**config.mk**
```make
export PLATFORM = sky130hd
export DESIGN_NAME = ex_mem_stage
export DESIGN_NICKNAME = d
export VERILOG_FILES = /design/src/rtl/ex_mem_stage.sv
export SDC_FILE = /design/constraint.sdc
export NUM_CORES = 1
export LEC_CHECK = 0
export BUFFER_PORTS_ARGS = -buffer_cell sky130_fd_sc_hd__buf_2
export CORE_UTILIZATION = 51
export CTS_CLUSTER_SIZE = 14
export DETAILED_ROUTE_END_ITERATION = 16
export HOLD_SLACK_MARGIN = 0.05
export PLACE_DENSITY = 0.78
export SLEW_MARGIN = 20
export SYNTH_ARGS = -nofsm -noshare
export SYNTH_HDL_FRONTEND = slang
export SYNTH_SLANG_ARGS = --single-unit
```
**constraint.sdc**
```tcl
create_clock -name clk -period 1.7 [get_ports clk]
set_input_delay 0 -clock clk [delete_from_list [all_inputs] [get_ports clk]]
set_output_delay 0 -clock clk [all_outputs]
set_load 0.005 [all_outputs]
```
**src/rtl/ex_mem_stage.sv**
```systemverilog
// EX/MEM pipeline boundary: 2-entry skid buffer with valid/ready handshake and forwarding view.
// Optional EX_MEM_STALL_CNT_EN adds free-running stall_cnt / xfer_cnt performance counters.
module ex_mem_stage #(
  parameter int DATA_W = 32,
  parameter int ADDR_W = 5
) (
  input  logic              clk,
  input  logic              resetn,
  input  logic              flush,
  input  logic              ex_valid,
  output logic              ex_ready,
  input  logic [ADDR_W-1:0] ex_wd,
  input  logic              ex_wreg,
  input  logic [DATA_W-1:0] ex_wdata,
  output logic              mem_valid,
  input  logic              mem_ready,
  output logic [ADDR_W-1:0] mem_wd,
  output logic              mem_wreg,
  output logic [DATA_W-1:0] mem_wdata,
  output logic              fwd_wreg,
  output logic [ADDR_W-1:0] fwd_wd,
  output logic [DATA_W-1:0] fwd_wdata
`ifdef EX_MEM_STALL_CNT_EN
  ,
  output logic [31:0]       stall_cnt,
  output logic [31:0]       xfer_cnt
`endif
);

  logic              out_valid_q, out_valid_d;
  logic [ADDR_W-1:0] out_wd_q, out_wd_d;
  logic              out_wreg_q, out_wreg_d;
  logic [DATA_W-1:0] out_wdata_q, out_wdata_d;

  logic              skid_valid_q, skid_valid_d;
  logic [ADDR_W-1:0] skid_wd_q, skid_wd_d;
  logic              skid_wreg_q, skid_wreg_d;
  logic [DATA_W-1:0] skid_wdata_q, skid_wdata_d;

  logic accept;
  logic pop;

  // Ready depends only on registered state, never on mem_ready.
  assign ex_ready = !skid_valid_q;
  assign accept   = ex_valid & ex_ready;
  assign pop      = out_valid_q & mem_ready;

  always_comb begin
    out_valid_d  = out_valid_q;
    out_wd_d     = out_wd_q;
    out_wreg_d   = out_wreg_q;
    out_wdata_d  = out_wdata_q;
    skid_valid_d = skid_valid_q;
    skid_wd_d    = skid_wd_q;
    skid_wreg_d  = skid_wreg_q;
    skid_wdata_d = skid_wdata_q;

    if (!out_valid_q || pop) begin
      if (skid_valid_q) begin
        out_valid_d  = 1'b1;
        out_wd_d     = skid_wd_q;
        out_wreg_d   = skid_wreg_q;
        out_wdata_d  = skid_wdata_q;
        skid_valid_d = accept;
        if (accept) begin
          skid_wd_d    = ex_wd;
          skid_wreg_d  = ex_wreg;
          skid_wdata_d = ex_wdata;
        end
      end else begin
        out_valid_d = accept;
        if (accept) begin
          out_wd_d    = ex_wd;
          out_wreg_d  = ex_wreg;
          out_wdata_d = ex_wdata;
        end
      end
    end else if (accept) begin
      skid_valid_d = 1'b1;
      skid_wd_d    = ex_wd;
      skid_wreg_d  = ex_wreg;
      skid_wdata_d = ex_wdata;
    end
  end

  always_ff @(posedge clk) begin
    if (!resetn || flush) begin
      out_valid_q  <= 1'b0;
      out_wd_q     <= '0;
      out_wreg_q   <= 1'b0;
      out_wdata_q  <= '0;
      skid_valid_q <= 1'b0;
      skid_wd_q    <= '0;
      skid_wreg_q  <= 1'b0;
      skid_wdata_q <= '0;
    end else begin
      out_valid_q  <= out_valid_d;
      out_wd_q     <= out_wd_d;
      out_wreg_q   <= out_wreg_d;
      out_wdata_q  <= out_wdata_d;
      skid_valid_q <= skid_valid_d;
      skid_wd_q    <= skid_wd_d;
      skid_wreg_q  <= skid_wreg_d;
      skid_wdata_q <= skid_wdata_d;
    end
  end

  // Fields are zero-gated so stale register contents never leak downstream.
  assign mem_valid = out_valid_q;
  assign mem_wd    = out_valid_q ? out_wd_q    : '0;
  assign mem_wreg  = out_valid_q ? out_wreg_q  : 1'b0;
  assign mem_wdata = out_valid_q ? out_wdata_q : '0;

  assign fwd_wreg  = mem_valid & mem_wreg;
  assign fwd_wd    = mem_wd;
  assign fwd_wdata = mem_wdata;

`ifdef EX_MEM_STALL_CNT_EN
  logic [31:0] stall_cnt_q, stall_cnt_d;
  logic [31:0] xfer_cnt_q, xfer_cnt_d;

  always_comb begin
    stall_cnt_d = stall_cnt_q;
    xfer_cnt_d  = xfer_cnt_q;
    if (out_valid_q && !mem_ready) stall_cnt_d = stall_cnt_q + 32'd1;
    if (pop)                       xfer_cnt_d  = xfer_cnt_q + 32'd1;
  end

  // Counters survive flush; only reset clears them.
  always_ff @(posedge clk) begin
    if (!resetn) begin
      stall_cnt_q <= '0;
      xfer_cnt_q  <= '0;
    end else begin
      stall_cnt_q <= stall_cnt_d;
      xfer_cnt_q  <= xfer_cnt_d;
    end
  end

  assign stall_cnt = stall_cnt_q;
  assign xfer_cnt  = xfer_cnt_q;
`endif

endmodule

```
==> results of run 1 <==
worst max-delay path, cell delays in order (launching register included):
cell,delay [ns]
dfxtp_1,0.35
buf_4,0.32
and4bb_2,0.34
buf_12,0.17
nand2_1,0.08
a21oi_1,0.13
logic make-up (layout without fill, tap and decap cells):
| logic type | Yosys count | count (layout) | synth area share |
|---|---|---|---|
| flops | 78 | 78 | 0.414 |
| simple gates | 122 | 122 | 0.154 |
| mux | 38 | 38 | 0.101 |
| compound gates | 115 | 115 | 0.204 |
| buf+inv | 78 | 187 | 0.127 |
layer usage:
layer  global-route usage  routed length [µm]
met1                0.261                3670
met2                0.416                4520
met3               0.0584                 390
met4               0.0528                  85
met5                    0                   0
path summary, 6_finish.rpt:
check / startpoint / end / slack, ns / cells after the start
setup / recovery: mem_valid / skid_wdata_q[18] / 0.23 / 5
hold / removal: resetn / out_wreg_q / 0.19 / 3
setup reg to reg: mem_valid / skid_wdata_q[18] / 0.23 / 5
hold reg to reg: skid_wdata_q[23] / skid_wdata_q[23] / 0.45 / 2
power breakdown:
group	internal, mW	switching [mW]
combinational	0.199	0.219
clock	0.834	0.628
sequential	1.87	0.0237
total	2.91	0.870
sequential cells by signal, summed over array words and instances, names as in the netlist:
name,cells
skid_valid_q,1
skid_wd_q,5
out_wdata_q,32
skid_wreg_q,1
out_wd_q,5
skid_wdata_q,32
out_wreg_q,1
mem_valid,1
cells in the mapped netlist:
cell       instances
dfxtp_1           78
a21oi_1           77
nand2_1           76
and2_1            39
buf_4             39
mux2i_1           38
a211oi_2          20
a211oi_1          18
clkbuf_1          17
buf_2             15
buf_1              3
buf_6              3
nand2b_1           2
and4bb_2           1
inv_1              1
nand4bb_1          1
nor2_1             1
nor3_1             1
or2_1              1
what timing repair did:
item | in CTS | in global routing
hold buffers | 39 | 0
hold endpoints to repair | 70 | 0
resized for setup | 0 | 1
setup endpoints to repair | 0 | 4
cell type report:
cell class / count / area share
timing repair buffer: 170 / 0.233
clock buffer: 13 / 0.0375
tap: 96 / 0.0252
sequential: 78 / 0.328
inverter: 1 / 0.000788
multi-input combinational: 275 / 0.367
clock inverter: 3 / 0.00840
through the flow:
stage               setup slack [ns]  power (mW)  hold WS [ns]   util  std cells
finish                         0.229        3.78         0.193  0.683        636
global route                   0.133        3.93         0.211  0.683        636
CTS                           0.0863        3.79         0.181  0.682        636
detailed placement            0.0970        2.28         0.260  0.595        581
global placement               0.161        2.27         0.253  0.595        581
floorplan                      0.386        2.17         0.136      -        431
==> impl_metrics.csv, run 1 <==
group,metric,value,unit
layout,final_cell_mix,"buf_2, a21oi_1, dfxtp_1",
placement,dpl_cell_area,0.00416,mm²
synth,ys_seq_elements,78,
setup_path,crit_arrival,1.74,ns
sta,slew_headroom,0.633,
job,max-cap-violations,0,
layout,final_common_cell,"buf_2",
layout,num-nets-final,578,
synth,synth_area_per_cell,8.76,µm²
hold_path,hold_path_class,"in -> reg",
synth,synthesis.yosys.warnings,0,
clock_tree,numCtsBuffers,9,
setup_path,crit_type,"reg -> reg",
detailed_routing,drc,0,
die,coreArea,0.00698,mm²
layout,area_growth,26.3,%
die,initial_core_util,0.541,
die,dieArea,0.00775,mm²
setup_path,critical_path_required,1.97,ns
power,power_density,792,mW/mm²
detailed_routing,routed_wl,8660,µm
detailed_routing,drt-initial-drc-count,137,
global_route,overflow,0,
clock_tree,clk_latency,0.35,ns
layout,final_cell_area,0.00477,mm²
clock_tree,htreeDepth,3,
detailed_routing,vias,3267,
die,rows,30,
setup_path,end_kind,"flop",
layout,num_antenna_cells,0,
clock_tree,cts_sinks,78,
clock_tree,cts_tree,"yes",
die,die_h,88.0,µm
sta,finalSetupViolations,0,
setup_path,critPathMaxFanout,41,
synth,yosysTopAreaCell,"dfxtp_1",
detailed_routing,dr.pass1.iters,4,
status,status,"finished, final reports clean",
layout,drive_gt1_frac,0.320,
global_route,grt_pass1_vias,2936,
clock_tree,cts.clk_slew.worst_paths,0.07,ns
detailed_routing,routedWlPerCell,13.6,µm
detailed_routing,ant_nets,0,
layout,multi_input_comb_area,0.00175,mm²
setup_path,start_kind,"flop",
placement,gp_congestion,0.754,
global_route,antenna_found_initial,0,
clock_tree,cts_max_path_buffers,2,
layout,register_area,0.00156,mm²
sta,maxSlewViolCount,0,
sta,setup_tns,0,ns
synth,synth_nets,474,
sta,worst_pin_slew,0.550,ns
power,power.leakage,1.95,nW
synth,synthCells,431,
die,ioPinCount,121,
placement,dpl.hpwl,5460,µm
sta,skew,0.00552,ns
sta,fin_crit,1.47,ns
placement,port_buffers,120,
synth,synth.area.top_cells,"dfxtp_1, a21oi_1, mux2i_1",
power,ir_drop,0.000734,V
global_route,grt_max_degree,43,
clock_tree,root_buffer,"clkbuf_8",
synth,syn-cell-area,0.00377,mm²
sta,fmax,0.680,GHz
synth,ys_types,19,
clock_tree,post_cts_buffers,0,
detailed_routing,routed_via_density,5.14,
sta,hold_viol,0,
synth,synth_top_area_share,0.414,
sta,period_share,0.865,
global_route,grt_pass1_wl,13400,µm
layout,n_fill_cell,589,
die,die_x,88.0,µm
sta,rsz0062_at_grt,"no",
global_route,track_usage,0.226,
synth,ys_seq_area_frac,0.414,
No activity file was read; power rests on OpenSTA's default activity.
==> run 2, diff against run 1 <==
--- a/config.mk
+++ b/config.mk
@@ -5,8 +5,9 @@
 export SDC_FILE = /design/constraint.sdc
 export NUM_CORES = 1
 export LEC_CHECK = 0
+export ABC_AREA = 1
 export BUFFER_PORTS_ARGS = -buffer_cell sky130_fd_sc_hd__buf_2
-export CORE_UTILIZATION = 51
+export CORE_UTILIZATION = 52
 export CTS_CLUSTER_SIZE = 14
 export DETAILED_ROUTE_END_ITERATION = 16
 export HOLD_SLACK_MARGIN = 0.05
==> constraint.sdc (replaced) <==
create_clock -name clk -period 1.7 [get_ports clk]
set_input_delay 0 -clock clk [delete_from_list [all_inputs] [get_ports clk]]
set_output_delay 0 -clock clk [all_outputs]
set_load 0.1 [all_outputs]
==> run 2 against run 1 <==
Highest routed layer unchanged. Hold slack worse by 0.14 ns. Final cell count grew 43%. Count of clock-buffer cells in the layout fell by 2. Utilization increased by 0.47 points. Critical path type is now reg -> out. Clock skew grew 0.0042 ns. Sequential share of layout area shrank 3.4 points.
==> impl_metrics.csv, run 2 <==
group,metric,value,unit
status,status,"finished, final reports clean",
layout,final_cell_mix,"nand2_1, nor2_1, buf_2",
global_route,grt_pass1_wl,16200,µm
die,coreArea,0.00777,mm²
setup_path,end_kind,"primary output",
clock_tree,clk_latency,0.34,ns
detailed_routing,ant_nets,0,
global_route,overflow,0,
sta,fin_crit,1.63,ns
synth,synth.area.top_cells,"dfxtp_1, nand2_1, nor2_1",
sta,fmax,0.614,GHz
power,pwr-share-clk,0.339,
setup_path,crit_start,"mem_valid",
hold_path,hold_path_class,"in -> reg",
sta,maxSlewViolCount,0,
synth,yosys-top-cells-count,"nand2_1, nor2_1, inv_1",
layout,top_regs,"out_wdata_q: 32 flops, skid_wdata_q: 32 flops",
sta,rsz0062_at_grt,"no",
global_route,antenna_found_initial,0,
setup_path,crit_arrival,1.63,ns
sta,worst_pin_slew,0.504,ns
die,dieArea,0.00847,mm²
detailed_routing,routed_wl,9470,µm
clock_tree,cts_sinks,78,
setup_path,critical_path_required,1.70,ns
detailed_routing,vias,4217,
sta,finalSetupViolations,0,
synth,synthesis.yosys.warnings,0,
die,die_h,92.1,µm
synth,synth_nets,746,
power,p_int,2.79,mW
setup_path,crit_type,"reg -> out",
clock_tree,cts_tree,"yes",
clock_tree,cts_max_path_buffers,2,
setup_path,start_kind,"flop",
power,power.leakage,2.47,nW
power,p_seq_frac,0.493,
setup_path,rr_endpoint,"out_wdata_q[15]",
clock_tree,cts.clk_slew.worst_paths,0.07,ns
synth,syn-cell-area,0.00422,mm²
synth,synthCells,703,
global_route,track_usage,0.235,
power,ir_drop,0.000460,V
detailed_routing,drt-initial-drc-count,194,
synth,yosysTopAreaCell,"dfxtp_1",
layout,drive_gt1_frac,0.238,
clock_tree,htreeDepth,3,
sta,hold_viol,0,
setup_path,critPathMaxFanout,28,
setup_path,crit_end,"fwd_wd[3]",
global_route,grt_max_degree,43,
synth,ys_types,15,
power,switchingPower,1.07,mW
hold_path,min_path_cells,5,
layout,utilization,0.687,
synth,synth_most_common_cell,"nand2_1",
setup_path,r2r_setup_slack,0.30,ns
synth,ys_seq_area_frac,0.370,
synth,synth-edff-count,0,
placement,dpl.hpwl,6150,µm
detailed_routing,routed_via_density,4.62,
placement,port_buffers,120,
layout,num_antenna_cells,0,
global_route,grt_pass1_vias,3775,
power,p_comb_frac,0.168,
sta,setup_tns,0,ns
layout,final_common_cell,"nand2_1",
setup_path,r2r_cells,6,
detailed_routing,dr.pass1.iters,5,
die,rows,32,
die,initial_core_util,0.543,
synth,synth_top_area_share,0.370,
detailed_routing,drc,0,
setup_path,r2r-start,"mem_valid",
job,max-cap-violations,0,
die,ioPinCount,121,
power,switching_share,0.277,
sta,period_share,0.958,
synth,ys_seq_elements,78,
synth,ys.flop_type,"dfxtp_1",
clock_tree,numCtsBuffers,9,
layout,area_growth,26.6,%
detailed_routing,routedWlPerCell,10.4,µm
placement,gp_congestion,0.790,
synth,synthArstFlopShare,0,
synth,synth_area_per_cell,6.00,µm²
clock_tree,root_buffer,"clkbuf_8",
sta,skew,0.00968,ns
layout,num-nets-final,851,
sta,slew_headroom,0.667,
power,power_density,724,mW/mm²
die,die_x,92.1,µm
==> run 2: cell types whose count changed after synthesis, moves of 39 or more <==
cell     before  now
nor2_1        1  155
nand2_1      76  192
a21oi_1      77    0
inv_1         1  118
and2_1       39    0
==> run 2: repair_timing <==
| item | in CTS | in global routing |
|---|---|---|
| resized for setup | 0 | 0 |
| endpoints found under the hold margin | 48 | 0 |
| buffers inserted | 0 | 0 |
| hold buffers | 38 | 0 |
==> run 2: logic make-up after synthesis <==
family                 share of synthesized area
flip-flops                                 0.370
AND/OR/NAND/NOR                            0.360
AO/OA/AOI/OAI                             0.0469
buffers and inverters                      0.223
==> run 2: through the flow <==
stage               area [µm²]  hold slack (ns)  power (mW)  setup WS [ns]  std cells
floorplan                 4460            0.228        2.40        0.00691        703
global placement          4780            0.325        2.52          0.362        861
detailed placement        4780            0.342        2.53          0.311        861
CTS                       5340           0.0505        3.89         0.0768        912
global route              5340           0.0751        4.04       0.000958        912
finish                    5340           0.0524        3.87         0.0707        912
==> run 2: how the worst min path moves through the flow <==
stage | startpoint | end | slack (ns)
finish | ex_wdata[24] | skid_wdata_q[24] | 0.05
CTS | ex_wdata[24] | skid_wdata_q[24] | 0.05
floorplan | ex_wdata[23] | skid_wdata_q[23] | 0.23
global placement | ex_wdata[8] | skid_wdata_q[8] | 0.33
global route | ex_wdata[24] | skid_wdata_q[24] | 0.08
detailed placement | ex_wdata[10] | skid_wdata_q[10] | 0.34
==> run 2: area by class of cell <==
cell class / instances / area [µm²]
Clock inverter: 2 / 35.0
Multi-Input combinational cell: 428 / 1740
Tap cell: 102 / 128
Sequential cell: 78 / 1570
Fill cell: 689 / 2430
Clock buffer: 11 / 141
Inverter: 119 / 589
Timing Repair Buffer: 172 / 1140
==> run 2: worst max-delay path, cell delays in order (launching register included) <==
cell and delay [ns]:
dfxtp_4 0.45, buf_12 0.20, nand2_1 0.11, clkinvlp_4 0.09, buf_2 0.43
==> run 2: power by group through the flow <==
stage | sequential [mW] | combinational, mW | clock (mW)
floorplan | 1.95 | 0.456 | 0
global placement | 1.95 | 0.570 | 0
detailed placement | 1.95 | 0.579 | 0
CTS | 1.90 | 0.649 | 1.34
global route | 1.91 | 0.718 | 1.41
finish | 1.91 | 0.650 | 1.31
==> run 2: metal layers <==
layer / global-route usage / vias up / wire length (µm)
li1: - / 2207 / -
met1: 0.284 / 1860 / 4120
met2: 0.414 / 129 / 4640
met3: 0.0365 / 21 / 496
met4: 0.100 / 0 / 212
met5: 0 / - / 0
